[config.mk]
export PLATFORM = sky130hd
export DESIGN_NAME = ram32_arbiter
export DESIGN_NICKNAME = d
export VERILOG_FILES = /design/src/rtl/ram32_arbiter.sv
export SDC_FILE = /design/constraint.sdc
export NUM_CORES = 1
export LEC_CHECK = 0
export ABC_AREA = 1
export CORE_AREA = 2 2 77 79
export DETAILED_ROUTE_END_ITERATION = 8
export DIE_AREA = 0 0 79 81
export PLACE_DENSITY = 0.95
export SLEW_MARGIN = 20
export SYNTH_ARGS = -nofsm -noshare
export SYNTH_HDL_FRONTEND = slang
export SYNTH_SLANG_ARGS = --single-unit
[constraint.sdc]
create_clock -name CLK -period 3.2 [get_ports CLK]
set_clock_uncertainty 0.1 [all_clocks]
set_input_delay 0.8 -clock CLK [delete_from_list [all_inputs] [get_ports CLK]]
set_output_delay 0.8 -clock CLK [all_outputs]
set_load 0.005 [all_outputs]
[src/rtl/ram32_arbiter.sv]
// Round-robin sharing of one 32x32 byte-writable RAM macro between requesters A and B,
// with a hardware fill sweep after reset or on command.
module ram32_arbiter #(
    parameter bit          INIT_ON_RESET = 1'b1,
    parameter logic [31:0] INIT_VALUE    = 32'h0
) (
    input  logic        CLK,
    input  logic        RST,
    input  logic        init_start,
    output logic        init_busy,
    input  logic        a_valid,
    output logic        a_ready,
    input  logic [3:0]  a_we,
    input  logic [4:0]  a_addr,
    input  logic [31:0] a_wdata,
    input  logic        b_valid,
    output logic        b_ready,
    input  logic [3:0]  b_we,
    input  logic [4:0]  b_addr,
    input  logic [31:0] b_wdata,
    output logic        resp_a_valid,
    output logic        resp_b_valid,
    output logic [31:0] resp_rdata,
    output logic        ram_en,
    output logic [3:0]  ram_we,
    output logic [4:0]  ram_addr,
    output logic [31:0] ram_di,
    input  logic [31:0] ram_do
);

    typedef enum logic {
        ST_INIT  = 1'b0,
        ST_SERVE = 1'b1
    } state_e;

    localparam state_e RESET_STATE = INIT_ON_RESET ? ST_INIT : ST_SERVE;

    state_e      state_r;
    state_e      state_nxt_s;
    logic [4:0]  cnt_r;
    logic [4:0]  cnt_nxt_s;
    logic        ptr_b_r;
    logic        ptr_nxt_s;
    logic        resp_a_r;
    logic        resp_b_r;
    logic        grant_a_s;
    logic        grant_b_s;

    // State, fill counter, round-robin pointer and response strobes
    always_ff @(posedge CLK or posedge RST) begin
        if (RST) begin
            state_r  <= RESET_STATE;
            cnt_r    <= 5'd0;
            ptr_b_r  <= 1'b0;
            resp_a_r <= 1'b0;
            resp_b_r <= 1'b0;
        end else begin
            state_r  <= state_nxt_s;
            cnt_r    <= cnt_nxt_s;
            ptr_b_r  <= ptr_nxt_s;
            resp_a_r <= grant_a_s;
            resp_b_r <= grant_b_s;
        end
    end

    // Arbitration: a lone requester always wins, a tie goes to the pointer
    always_comb begin
        grant_a_s = 1'b0;
        grant_b_s = 1'b0;
        if (state_r == ST_SERVE) begin
            if (a_valid && (!b_valid || !ptr_b_r)) begin
                grant_a_s = 1'b1;
            end else if (b_valid) begin
                grant_b_s = 1'b1;
            end else begin
                grant_a_s = 1'b0;
                grant_b_s = 1'b0;
            end
        end else begin
            grant_a_s = 1'b0;
            grant_b_s = 1'b0;
        end
    end

    // Next state and fill counter; init_start is only honoured while serving
    always_comb begin
        state_nxt_s = state_r;
        cnt_nxt_s   = 5'd0;
        case (state_r)
            ST_INIT: begin
                cnt_nxt_s = cnt_r + 5'd1;
                if (cnt_r == 5'd31) begin
                    state_nxt_s = ST_SERVE;
                end else begin
                    state_nxt_s = ST_INIT;
                end
            end
            ST_SERVE: begin
                cnt_nxt_s = 5'd0;
                if (init_start) begin
                    state_nxt_s = ST_INIT;
                end else begin
                    state_nxt_s = ST_SERVE;
                end
            end
            default: begin
                state_nxt_s = RESET_STATE;
                cnt_nxt_s   = 5'd0;
            end
        endcase
    end

    // Pointer moves to the loser after a grant, holds when idle
    always_comb begin
        ptr_nxt_s = ptr_b_r;
        if (grant_a_s) begin
            ptr_nxt_s = 1'b1;
        end else if (grant_b_s) begin
            ptr_nxt_s = 1'b0;
        end else begin
            ptr_nxt_s = ptr_b_r;
        end
    end

    // Macro drive: fill sweep, then the winner's request, otherwise quiet
    always_comb begin
        ram_en   = 1'b0;
        ram_we   = 4'h0;
        ram_addr = 5'd0;
        ram_di   = 32'h0;
        if (state_r == ST_INIT) begin
            ram_en   = 1'b1;
            ram_we   = 4'hF;
            ram_addr = cnt_r;
            ram_di   = INIT_VALUE;
        end else if (grant_a_s) begin
            ram_en   = 1'b1;
            ram_we   = a_we;
            ram_addr = a_addr;
            ram_di   = a_wdata;
        end else if (grant_b_s) begin
            ram_en   = 1'b1;
            ram_we   = b_we;
            ram_addr = b_addr;
            ram_di   = b_wdata;
        end else begin
            ram_en   = 1'b0;
            ram_we   = 4'h0;
            ram_addr = 5'd0;
            ram_di   = 32'h0;
        end
    end

    assign a_ready      = grant_a_s;
    assign b_ready      = grant_b_s;
    assign init_busy    = (state_r == ST_INIT);
    assign resp_a_valid = resp_a_r;
    assign resp_b_valid = resp_b_r;
    // The macro's registered output already lines up with the strobes above
    assign resp_rdata   = ram_do;

endmodule

Word level (Yosys, flattened, before mapping)
Index checks and enable logic that the tools add are counted.
{ "word_totals": {"word_cells": 36, "romBits": 0, "latchBits": 0, "ram_bits": 0, "inputBits": 119, "memories": 0, "ff_bits": 9, "output_inout_bits": 79} }
{ "op_classes": {"n_mux": 23, "bitwise": 1, "magnitude_cmp": 0, "eq_ne": 1, "n_mul": 0, "n_reduce_logical": 5, "shifts": 0, "div_mod_pow": 0, "n_addsub": 1} }
{ "ops": {"columns": ["operator", "n"], "rows": [
  ["$mux 32", 3],
  ["$mux 5", 3],
  ["$mux 1", 12],
  ["$mux 4", 3],
  ["$pmux 5 s2", 1],
  ["$add 5x1->5 const B", 1],
  ["$eq 5x5->1 const B", 1],
  ["$logic_not 1->1", 2],
  ["$pmux 1 s2", 1],
  ["$reduce_bool 2->1", 1],
  ["$logic_and 1x1->1", 1],
  ["$logic_or 1x1->1", 1],
  ["$not 1->1", 1]
]} }

Logic depth before layout (Yosys ltp)
Gate-level depths: netlist (run 1).
{ "logic_depth": {"depth_word": 8, "depth_mapped": 6, "ltp_nobuf": 6} }

Worst setup path before layout (run 1)
No wires, ideal clock.
{ "synth_path": {"path_type": "input-to-output", "start": "in a_valid", "end": "out ram_addr[1]", "t_arrival_ps": 1330, "path_buffers": 2, "required_ps": 2300, "setup_slack_ps": 970, "path_stages": 4, "cell_sequence": "buf_2 buf_2 nand4_1 nand3_1"} }
{ "synth_between": {"elab_chain_len": 6, "word_cells_on_any_way": 8, "cone_classes": "mux (7); reduce/logical (1)"} }
{ "synth_lines": {"columns": ["item", "line", "source"], "rows": [
  ["from (decl)", "11", "input logic a_valid,"],
  ["$logic_and 1x1->1 (*)", "71", "if (a_valid && (!b_valid || !ptr_b_r)) begin"],
  ["$mux 1", "71", null],
  ["$mux 1", "70", "if (state_r == ST_SERVE) begin"],
  ["$mux 5", "141", "end else if (grant_b_s) begin"],
  ["$mux 5 (*)", "136", "end else if (grant_a_s) begin"],
  ["$mux 5 (*)", "131", "if (state_r == ST_INIT) begin"],
  ["to (decl)", "26", "output logic [4:0] ram_addr,"]
]} }
Mark *: on every way between the ends. The rest lies on a longest branch, timed or not.

Worst setup path in the final report (run 1)
{ "layout_path": {"start": "in b_valid", "end": "out ram_di[11]"} }
{ "layout_between": {"elab_chain_len": 8, "word_cells_on_any_way": 11, "cone_classes": "mux (8); reduce/logical (3)"} }
{ "layout_lines": {"columns": ["item", "line", "source"], "rows": [
  ["from (decl)", "16", "input logic b_valid,"],
  ["$logic_not 1->1", "71", null],
  ["$logic_or 1x1->1", "71", null],
  ["$logic_and 1x1->1", "71", null],
  ["$mux 1", "71", null],
  ["$mux 1", "70", null],
  ["$mux 32", "141", null],
  ["$mux 32 (*)", "136", null],
  ["$mux 32 (*)", "131", null],
  ["to (decl)", "27", "output logic [31:0] ram_di,"]
]} }
Marked as above.

==> results of run 1 <==
[registers in the layout, indices dropped and copies added (netlist names)]
register,cells
cnt_r,5
resp_a_valid,1
resp_b_valid,1
state_r,1
ptr_b_r,1
[how the worst max path moves through the flow]
stage | startpoint | end | slack (ns) | depth (start not counted)
after global routing | b_valid | ram_di[11] | 0.003 | 7
after floorplan | a_valid | ram_addr[1] | 0.97 | 4
final | b_valid | ram_di[11] | 0.05 | 7
after detailed placement | b_valid | ram_addr[2] | -0.12 | 6
after global placement | b_valid | ram_di[26] | -0.04 | 7
after CTS | b_valid | ram_addr[2] | 0.08 | 7
[cell type report]
cell class	count	area (µm²)
multi-input cells	154	777
fillers	557	2980
flip-flops and latches	9	225
clock buffers	4	45.0
inverters	8	32.5
repair buffers	151	1520
well taps	75	93.8
[through the flow]
stage	instances	hold WS (ns)	util (%)
global route	401	0.431	47.4
finish	401	0.406	47.4
detailed placement	392	0.400	45.4
CTS	401	0.407	47.4
floorplan	226	0.362	-
global placement	392	0.388	45.4
[per-layer routing]
layer / track usage, % / vias to the layer above / part of all wire, % / routed length [µm]
met2: 30.7 / 100 / 52 / 3040
li1: - / 954 / - / -
met3: 4.22 / 16 / 8.2 / 477
met5: 0 / - / 0 / 0
met4: 4.83 / 0 / 1.8 / 102
met1: 19.8 / 950 / 38 / 2210
[power by group]
group	internal, mW	total [mW]	leakage, nW	switching (mW)
combinational	0.443	0.811	1.04	0.368
clock	0.0871	0.136	0.0228	0.0487
sequential	0.161	0.204	0.112	0.0434
total	0.691	1.15	1.17	0.460
[Yosys cell counts]
library cell,instances
nand4_1,37
a21oi_1,2
buf_6,5
buf_8,1
buf_4,38
nand3_1,56
inv_1,7
buf_2,10
dfrtp_1,9
o21ai_0,2
nand2_1,45
inv_4,1
clkbuf_4,1
nand2_4,1
ha_1,2
nor2_1,6
nand2_2,2
o21ai_1,1
[cell families after synthesis]
kind of cell,Yosys count
flops,9
fa+ha+maj,2
compound gates,5
simple gates,147
buf+inv,63
[timing repair]
action | in CTS | in global routing
cloned | 1 | 0
resized for setup | 2 | 1
hold buffers | 0 | 0
buffers inserted | 4 | 0
pin swaps | 2 | 0
endpoints found under the setup margin | 42 | 1
==> metrics.txt, run 1 <==
# TYPE chip_impl_metric gauge
chip_impl_metric{name="r2r_slack",unit="ns"} 1.84
chip_impl_metric{name="cts.sinks",unit=""} 9
chip_impl_metric{name="muxShareOfSynthArea",unit="%"} 0
chip_impl_info{name="worst-setup-path-type",value="primary input to output port"} 1
chip_impl_info{name="timing.critical_path.cells",value="dlygate4sd2_1 -> nand2_2 -> buf_4 -> buf_4 -> nand4_1 -> nand2_1 -> clkdlybuf4s50_1"} 1
chip_impl_metric{name="syn_inst",unit=""} 226
chip_impl_metric{name="htree_num_levels",unit=""} 1
chip_impl_metric{name="die_footprint",unit="mm²"} 0.00640
chip_impl_metric{name="synth_compound_gate_area_share",unit="%"} 1.73
chip_impl_metric{name="dpl.hpwl",unit="mm"} 4.27
chip_impl_metric{name="final_antenna_net_count",unit=""} 0
chip_impl_metric{name="route.vias.total",unit=""} 2020
chip_impl_metric{name="slew_headroom",unit="%"} 75.5
chip_impl_metric{name="critPathRequiredTime",unit="ns"} 2.30
chip_impl_metric{name="chipWidth",unit="µm"} 79
chip_impl_metric{name="postRouteWirelength",unit="mm"} 5.82
chip_impl_info{name="clk_root_buffer_cell",value="clkbuf_8"} 1
chip_impl_metric{name="routed_wire_length_per_instance",unit="µm"} 14.5
chip_impl_metric{name="r2r.worst_path.cells",unit=""} 6
chip_impl_info{name="worstHoldPathType",value="register to register"} 1
chip_impl_info{name="path_common_cell",value="buf_4"} 1
chip_impl_metric{name="grt_use_total",unit="%"} 16.9
chip_impl_info{name="min_delay_worst_endpoint",value="cnt_r[0]"} 1
chip_impl_metric{name="areaGrowthSynthToFinish",unit="%"} 85.8
chip_impl_metric{name="postSynthNetCount",unit=""} 347
chip_impl_info{name="result_of_the_run",value="completed"} 1
chip_impl_info{name="area_leader_netlist",value="buf_4"} 1
chip_impl_info{name="critical_path.reg2reg.startpoint",value="cnt_r[0]"} 1
chip_impl_metric{name="max_root_sink_buffers",unit=""} 2
chip_impl_metric{name="synthesis.area",unit="mm²"} 0.00145
chip_impl_info{name="cp-end-kind",value="output port"} 1
chip_impl_metric{name="detailed_place.area",unit="mm²"} 0.00258
chip_impl_info{name="critical_path.startpoint_type",value="primary input"} 1
chip_impl_metric{name="io_pins",unit=""} 198
chip_impl_metric{name="maxCapViolCount",unit=""} 0
chip_impl_metric{name="place_worst_setup_slack",unit="ns"} -0.116
chip_impl_metric{name="fin_crit",unit="ns"} 3.15
chip_impl_info{name="synth_top_family_by_area",value="simple AND/OR/NAND/NOR gates"} 1
chip_impl_info{name="mostFrequentLayoutCells",value="clkdlybuf4s50_1 (131), nand3_1 (56), nand2_1 (45)"} 1
chip_impl_metric{name="via_count_of_the_first_global_routing_pass",unit=""} 1915
chip_impl_metric{name="hold_path_depth",unit=""} 1
chip_impl_metric{name="total_power_density_per_cell_area",unit="mW/mm²"} 428
chip_impl_info{name="ys_top_cells_by_area",value="buf_4 (20%), nand3_1 (19%), nand4_1 (16%)"} 1
chip_impl_metric{name="numCtsBuffers",unit=""} 3
chip_impl_info{name="mostFrequentLayoutCell",value="clkdlybuf4s50_1"} 1
chip_impl_metric{name="setup_violating_endpoint_count_in_the_final_report",unit=""} 0
chip_impl_metric{name="cp_num_buf_inv",unit=""} 4
chip_impl_info{name="critPathSlowestCell",value="clkdlybuf4s50_1"} 1
chip_impl_metric{name="start_util",unit="%"} 25.5
chip_impl_metric{name="ys_seq_area_share",unit="%"} 15.5
chip_impl_info{name="critical_path.top_delay_family",value="buffers and inverters"} 1
chip_impl_metric{name="core-area",unit="mm²"} 0.00568
chip_impl_info{name="setup_repair_after_global_routing_missed_its_margin",value="no"} 1
chip_impl_metric{name="gp_congestion",unit=""} 0.754
chip_impl_metric{name="max_freq",unit="GHz"} 0.318
chip_impl_metric{name="yosys.area_share.simple",unit="%"} 50.2
chip_impl_metric{name="synthDominantCellAreaShare",unit="%"} 19.7
chip_impl_metric{name="ys_ff_latch",unit=""} 9
chip_impl_metric{name="timing.final.max_slew_violations",unit=""} 0
chip_impl_metric{name="setup-tns-final",unit="ns"} 0
chip_impl_metric{name="grt_first_pass_wirelength",unit="mm"} 8.91
chip_impl_info{name="min-delay-start",value="cnt_r[0]"} 1
chip_impl_metric{name="postLayoutCellArea",unit="mm²"} 0.00269
chip_impl_metric{name="count_of_distinct_cell_types_in_the_synthesized_netlist",unit=""} 18
chip_impl_metric{name="detailedRoute.firstPassIterationCount",unit=""} 5
chip_impl_metric{name="clk_transition_reported_paths",unit="ns"} 0.04
chip_impl_info{name="reg2reg_to",value="cnt_r[4]"} 1
chip_impl_metric{name="worst_skew_pair.late_latency",unit="ns"} 0.24
chip_impl_metric{name="setup_slack",unit="ns"} 0.0534
chip_impl_metric{name="post-layout-total-power",unit="mW"} 1.15
chip_impl_metric{name="place.port_buffers",unit=""} 133
chip_impl_metric{name="drive_above_1_share",unit="%"} 7.98
chip_impl_info{name="cts_tree",value="yes"} 1
chip_impl_metric{name="die-height",unit="µm"} 81
chip_impl_metric{name="cpPeakStageDelay",unit="ns"} 0.50
chip_impl_metric{name="max-vdd-ir-drop",unit="V"} 0.000375
chip_impl_metric{name="yosys.area_share.xor_xnor",unit="%"} 0
chip_impl_metric{name="finalNetCount",unit=""} 448
chip_impl_metric{name="avgViaCountPerCell",unit=""} 5.04
chip_impl_metric{name="p_leak",unit="nW"} 1.17
chip_impl_metric{name="globalRoute.totalOverflow",unit=""} 0
chip_impl_metric{name="final_min_period_over_clock_period",unit="%"} 98.3
chip_impl_metric{name="worstPathMaxFanout",unit=""} 15
chip_impl_metric{name="finalHoldViolations",unit=""} 0
chip_impl_metric{name="grt_max_degree",unit=""} 28
chip_impl_metric{name="tightest_slew",unit="ns"} 0.367
chip_impl_metric{name="cp_data_arrival_time",unit="ns"} 2.25
chip_impl_metric{name="number_of_warning_messages_in_the_yosys_log",unit=""} 0
chip_impl_metric{name="num_antenna_cells",unit=""} 0
chip_impl_metric{name="synthesis.area_per_instance",unit="µm²"} 6.41
chip_impl_metric{name="grt_antenna_before_repair",unit=""} 0
chip_impl_metric{name="post-route-drc-count",unit=""} 0
chip_impl_metric{name="placementRows",unit=""} 28
chip_impl_metric{name="detailedRoute.firstIterationViolations",unit=""} 89
chip_impl_metric{name="adder_and_majority_cell_fraction_of_the_synthesized_area",unit="%"} 1.73
Note: power is estimated with default switching activity, not from simulation.
==> run 2: changes to the inputs <==
--- a/config.mk
+++ b/config.mk
@@ -9,6 +9,7 @@
 export CORE_AREA = 2 2 77 79
 export DETAILED_ROUTE_END_ITERATION = 8
 export DIE_AREA = 0 0 79 81
+export GPL_ROUTABILITY_DRIVEN = 0
 export PLACE_DENSITY = 0.95
 export SLEW_MARGIN = 20
 export SYNTH_ARGS = -nofsm -noshare
==> results of run 2 <==
Final layout, timing and power as in run 1 (identical DEF).
==> run 3: changes to the inputs <==
--- a/config.mk
+++ b/config.mk
@@ -6,11 +6,11 @@
 export NUM_CORES = 1
 export LEC_CHECK = 0
 export ABC_AREA = 1
-export CORE_AREA = 2 2 77 79
+export CORE_AREA = 2 2 80 82
 export DETAILED_ROUTE_END_ITERATION = 8
-export DIE_AREA = 0 0 79 81
+export DIE_AREA = 0 0 82 84
 export GPL_ROUTABILITY_DRIVEN = 0
-export PLACE_DENSITY = 0.95
+export PLACE_DENSITY_LB_ADDON = 0.3
 export SLEW_MARGIN = 20
 export SYNTH_ARGS = -nofsm -noshare
 export SYNTH_HDL_FRONTEND = slang
==> constraint.sdc (replaced) <==
create_clock -name CLK -period 2.9 [get_ports CLK]
set_clock_uncertainty 0.1 [all_clocks]
set_input_delay 0.725 -clock CLK [delete_from_list [all_inputs] [get_ports CLK]]
set_output_delay 0.725 -clock CLK [all_outputs]
set_load 0.005 [all_outputs]
==> run 3 against run 2 <==
  * Register-to-register slack lost 0.28 ns
  * Global-route usage down 0.95 points
  * Clock power grew 3%
  * Final cell count rose by 0.75%
  * Hold slack gained 0.0061 ns
  * Cell area rose by 1.4%
  * Total power grew 8.6%
  * Non-clock buffer count up 1
  * Flip-flop and latch count stayed put
  * Critical path depth shrank 2
  * Critical endpoint is now ram_addr[2]
  * Largest power group unchanged
==> metrics.txt, run 3 (same netlist as run 1, synthesis figures left out) <==
# TYPE chip_impl_metric gauge
chip_impl_info{name="result_of_the_run",value="completed"} 1
chip_impl_metric{name="clk_transition_reported_paths",unit="ns"} 0.04
chip_impl_metric{name="htree_num_levels",unit=""} 1
chip_impl_metric{name="max_root_sink_buffers",unit=""} 2
chip_impl_metric{name="areaGrowthSynthToFinish",unit="%"} 88.3
chip_impl_metric{name="fin_cells",unit=""} 404
chip_impl_info{name="critical_path.top_delay_family",value="buffers and inverters"} 1
chip_impl_metric{name="cpPeakStageDelay",unit="ns"} 0.51
chip_impl_metric{name="grt_max_degree",unit=""} 22
chip_impl_info{name="mostFrequentLayoutCell",value="clkdlybuf4s50_1"} 1
chip_impl_metric{name="detailed_place.area",unit="mm²"} 0.00263
chip_impl_metric{name="die-height",unit="µm"} 84
chip_impl_metric{name="place.port_buffers",unit=""} 133
chip_impl_info{name="regMostFlops",value="cnt_r"} 1
chip_impl_metric{name="fin_crit",unit="ns"} 2.78
chip_impl_metric{name="grt_first_pass_wirelength",unit="mm"} 8.92
chip_impl_metric{name="setup_slack",unit="ns"} 0.121
chip_impl_metric{name="critPathRequiredTime",unit="ns"} 2.08
chip_impl_metric{name="post-route-drc-count",unit=""} 0
chip_impl_metric{name="cts.sinks",unit=""} 9
chip_impl_metric{name="drive_above_1_share",unit="%"} 8.56
chip_impl_metric{name="final_antenna_net_count",unit=""} 0
chip_impl_metric{name="slew_headroom",unit="%"} 76.6
chip_impl_info{name="critical_path.reg2reg.startpoint",value="cnt_r[0]"} 1
chip_impl_info{name="reg2reg_to",value="cnt_r[4]"} 1
chip_impl_metric{name="tightest_slew",unit="ns"} 0.351
chip_impl_metric{name="via_count_of_the_first_global_routing_pass",unit=""} 1909
chip_impl_metric{name="largest_reg_flops",unit=""} 5
chip_impl_info{name="worst-setup-path-type",value="primary input to output port"} 1
chip_impl_metric{name="avgViaCountPerCell",unit=""} 4.79
chip_impl_metric{name="globalRoute.totalOverflow",unit=""} 0
chip_impl_metric{name="worst_skew_pair.late_latency",unit="ns"} 0.23
chip_impl_metric{name="detailedRoute.firstIterationViolations",unit=""} 107
chip_impl_metric{name="chipWidth",unit="µm"} 82
chip_impl_metric{name="finalNetCount",unit=""} 449
chip_impl_metric{name="route.vias.total",unit=""} 1936
chip_impl_metric{name="critical_path_depth",unit=""} 5
chip_impl_metric{name="max-vdd-ir-drop",unit="V"} 0.000415
chip_impl_metric{name="dpl.hpwl",unit="mm"} 4.46
chip_impl_metric{name="setup_violating_endpoint_count_in_the_final_report",unit=""} 0
chip_impl_metric{name="r2r_slack",unit="ns"} 1.56
chip_impl_info{name="min-delay-start",value="cnt_r[0]"} 1
chip_impl_metric{name="maxCapViolCount",unit=""} 0
chip_impl_info{name="critPathSlowestCell",value="clkdlybuf4s50_1"} 1
chip_impl_metric{name="setup-tns-final",unit="ns"} 0
chip_impl_metric{name="start_util",unit="%"} 23.8
chip_impl_info{name="worstHoldPathType",value="register to register"} 1
chip_impl_metric{name="io_pins",unit=""} 198
chip_impl_metric{name="cp_data_arrival_time",unit="ns"} 1.95
chip_impl_info{name="setup_repair_after_global_routing_missed_its_margin",value="no"} 1
chip_impl_metric{name="post-place-cells",unit=""} 397
chip_impl_info{name="timing.critical_path.cells",value="buf_2 -> buf_4 -> nand4_1 -> nand3_1 -> clkdlybuf4s50_1"} 1
chip_impl_metric{name="cp_num_buf_inv",unit=""} 3
chip_impl_metric{name="max_freq",unit="GHz"} 0.360
chip_impl_metric{name="core-area",unit="mm²"} 0.00610
chip_impl_metric{name="num_antenna_cells",unit=""} 0
chip_impl_metric{name="grt_antenna_before_repair",unit=""} 0
chip_impl_metric{name="postRouteWirelength",unit="mm"} 5.89
chip_impl_info{name="clk_root_buffer_cell",value="clkbuf_8"} 1
chip_impl_metric{name="final_min_period_over_clock_period",unit="%"} 95.8
chip_impl_metric{name="total_power_density_per_cell_area",unit="mW/mm²"} 458
chip_impl_metric{name="timing.final.max_slew_violations",unit=""} 0
chip_impl_metric{name="routed_wire_length_per_instance",unit="µm"} 14.6
chip_impl_metric{name="hold_ws",unit="ns"} 0.412
chip_impl_metric{name="r2r.worst_path.cells",unit=""} 6
chip_impl_metric{name="postLayoutCellArea",unit="mm²"} 0.00273
chip_impl_info{name="critical_path.startpoint_type",value="primary input"} 1
chip_impl_metric{name="place_worst_setup_slack",unit="ns"} -0.240
chip_impl_metric{name="worstPathMaxFanout",unit=""} 11
chip_impl_info{name="min_delay_worst_endpoint",value="cnt_r[0]"} 1
chip_impl_metric{name="finalHoldViolations",unit=""} 0
chip_impl_info{name="cts_tree",value="yes"} 1
chip_impl_info{name="cp-end-kind",value="output port"} 1
chip_impl_metric{name="grt_use_total",unit="%"} 16.0
chip_impl_metric{name="detailedRoute.firstPassIterationCount",unit=""} 4
chip_impl_info{name="mostFrequentLayoutCells",value="clkdlybuf4s50_1 (130), nand3_1 (56), nand2_1 (45)"} 1
chip_impl_metric{name="die_footprint",unit="mm²"} 0.00689
chip_impl_metric{name="hold_path_depth",unit=""} 1
chip_impl_metric{name="p_leak",unit="nW"} 1.20
chip_impl_metric{name="placementRows",unit=""} 29
chip_impl_metric{name="numCtsBuffers",unit=""} 3
==> run 3: changes by cell type in the layout (fill, tap and decap cells not counted), sizes merged <==
cell	change
bufbuf	-1
dlygate4sd2	-1
dlymetal6s2s	+1
clkdlybuf4s50	-1
clkbuf	+1
buf	+2
==> run 3: worst max-delay path by stage <==
stage	from	end	slack (ns)
2_1_floorplan	a_valid	ram_addr[1]	0.82
3_3_place_gp	b_valid	ram_di[12]	-0.20
3_5_place_dp	b_valid	ram_addr[2]	-0.24
4_1_cts	b_valid	ram_addr[2]	0.01
5_1_grt	a_valid	a_ready	0.05
6_report	a_valid	ram_addr[2]	0.12
==> run 3: layout make-up <==
cell class                 instances  area, µm²
fill                             641       3370
timing repair buffer             152       1550
multi-input combinational        154        777
sequential                         9        225
tap                               77       96.3
clock buffer                       4       45.0
inverter                           8       32.5
==> run 3: worst reg2reg max path: cells and delay by family, from the launching register on <==
kind	cells	cell delay [ns]
flip-flops	1	0.42
AND/OR/NAND/NOR	3	0.15
buffers and inverters	1	0.05
adder cells (fa/ha/maj)	2	0.50
==> run 3: where the power goes <==
part / switching (mW) / internal (mW) / total (mW)
registers: 0.0526 / 0.178 / 0.230
clock network: 0.0447 / 0.0954 / 0.140
logic: 0.385 / 0.496 / 0.880
total: 0.482 / 0.769 / 1.25
==> run 3: per-stage QoR <==
step | utilization, % | total power, mW
CTS | 44.8 | 1.27
global route | 44.8 | 1.36
finish | 44.8 | 1.25
global placement | 43.1 | 1.06
detailed placement | 43.1 | 1.07
floorplan | - | 0.667
==> run 3: timing repair <==
action / 4_1_cts / 5_1_grt
hold buffers: 0 / 0
gates cloned: 1 / 0
setup buffers: 2 / 0
endpoints found under the setup margin: 44 / 37
endpoints found under the hold margin: 0 / 0
pin swaps: 1 / 1
gates resized for setup: 7 / 2
==> run 3: per-layer routing <==
metal  part of all wire, %  vias to the layer above  track usage (%)
li1                      -                      960                -
met2                    53                       91             30.9
met4                  0.88                        0             3.64
met5                     0                        -                0
met1                    36                      877             17.0
met3                    10                        8             3.35
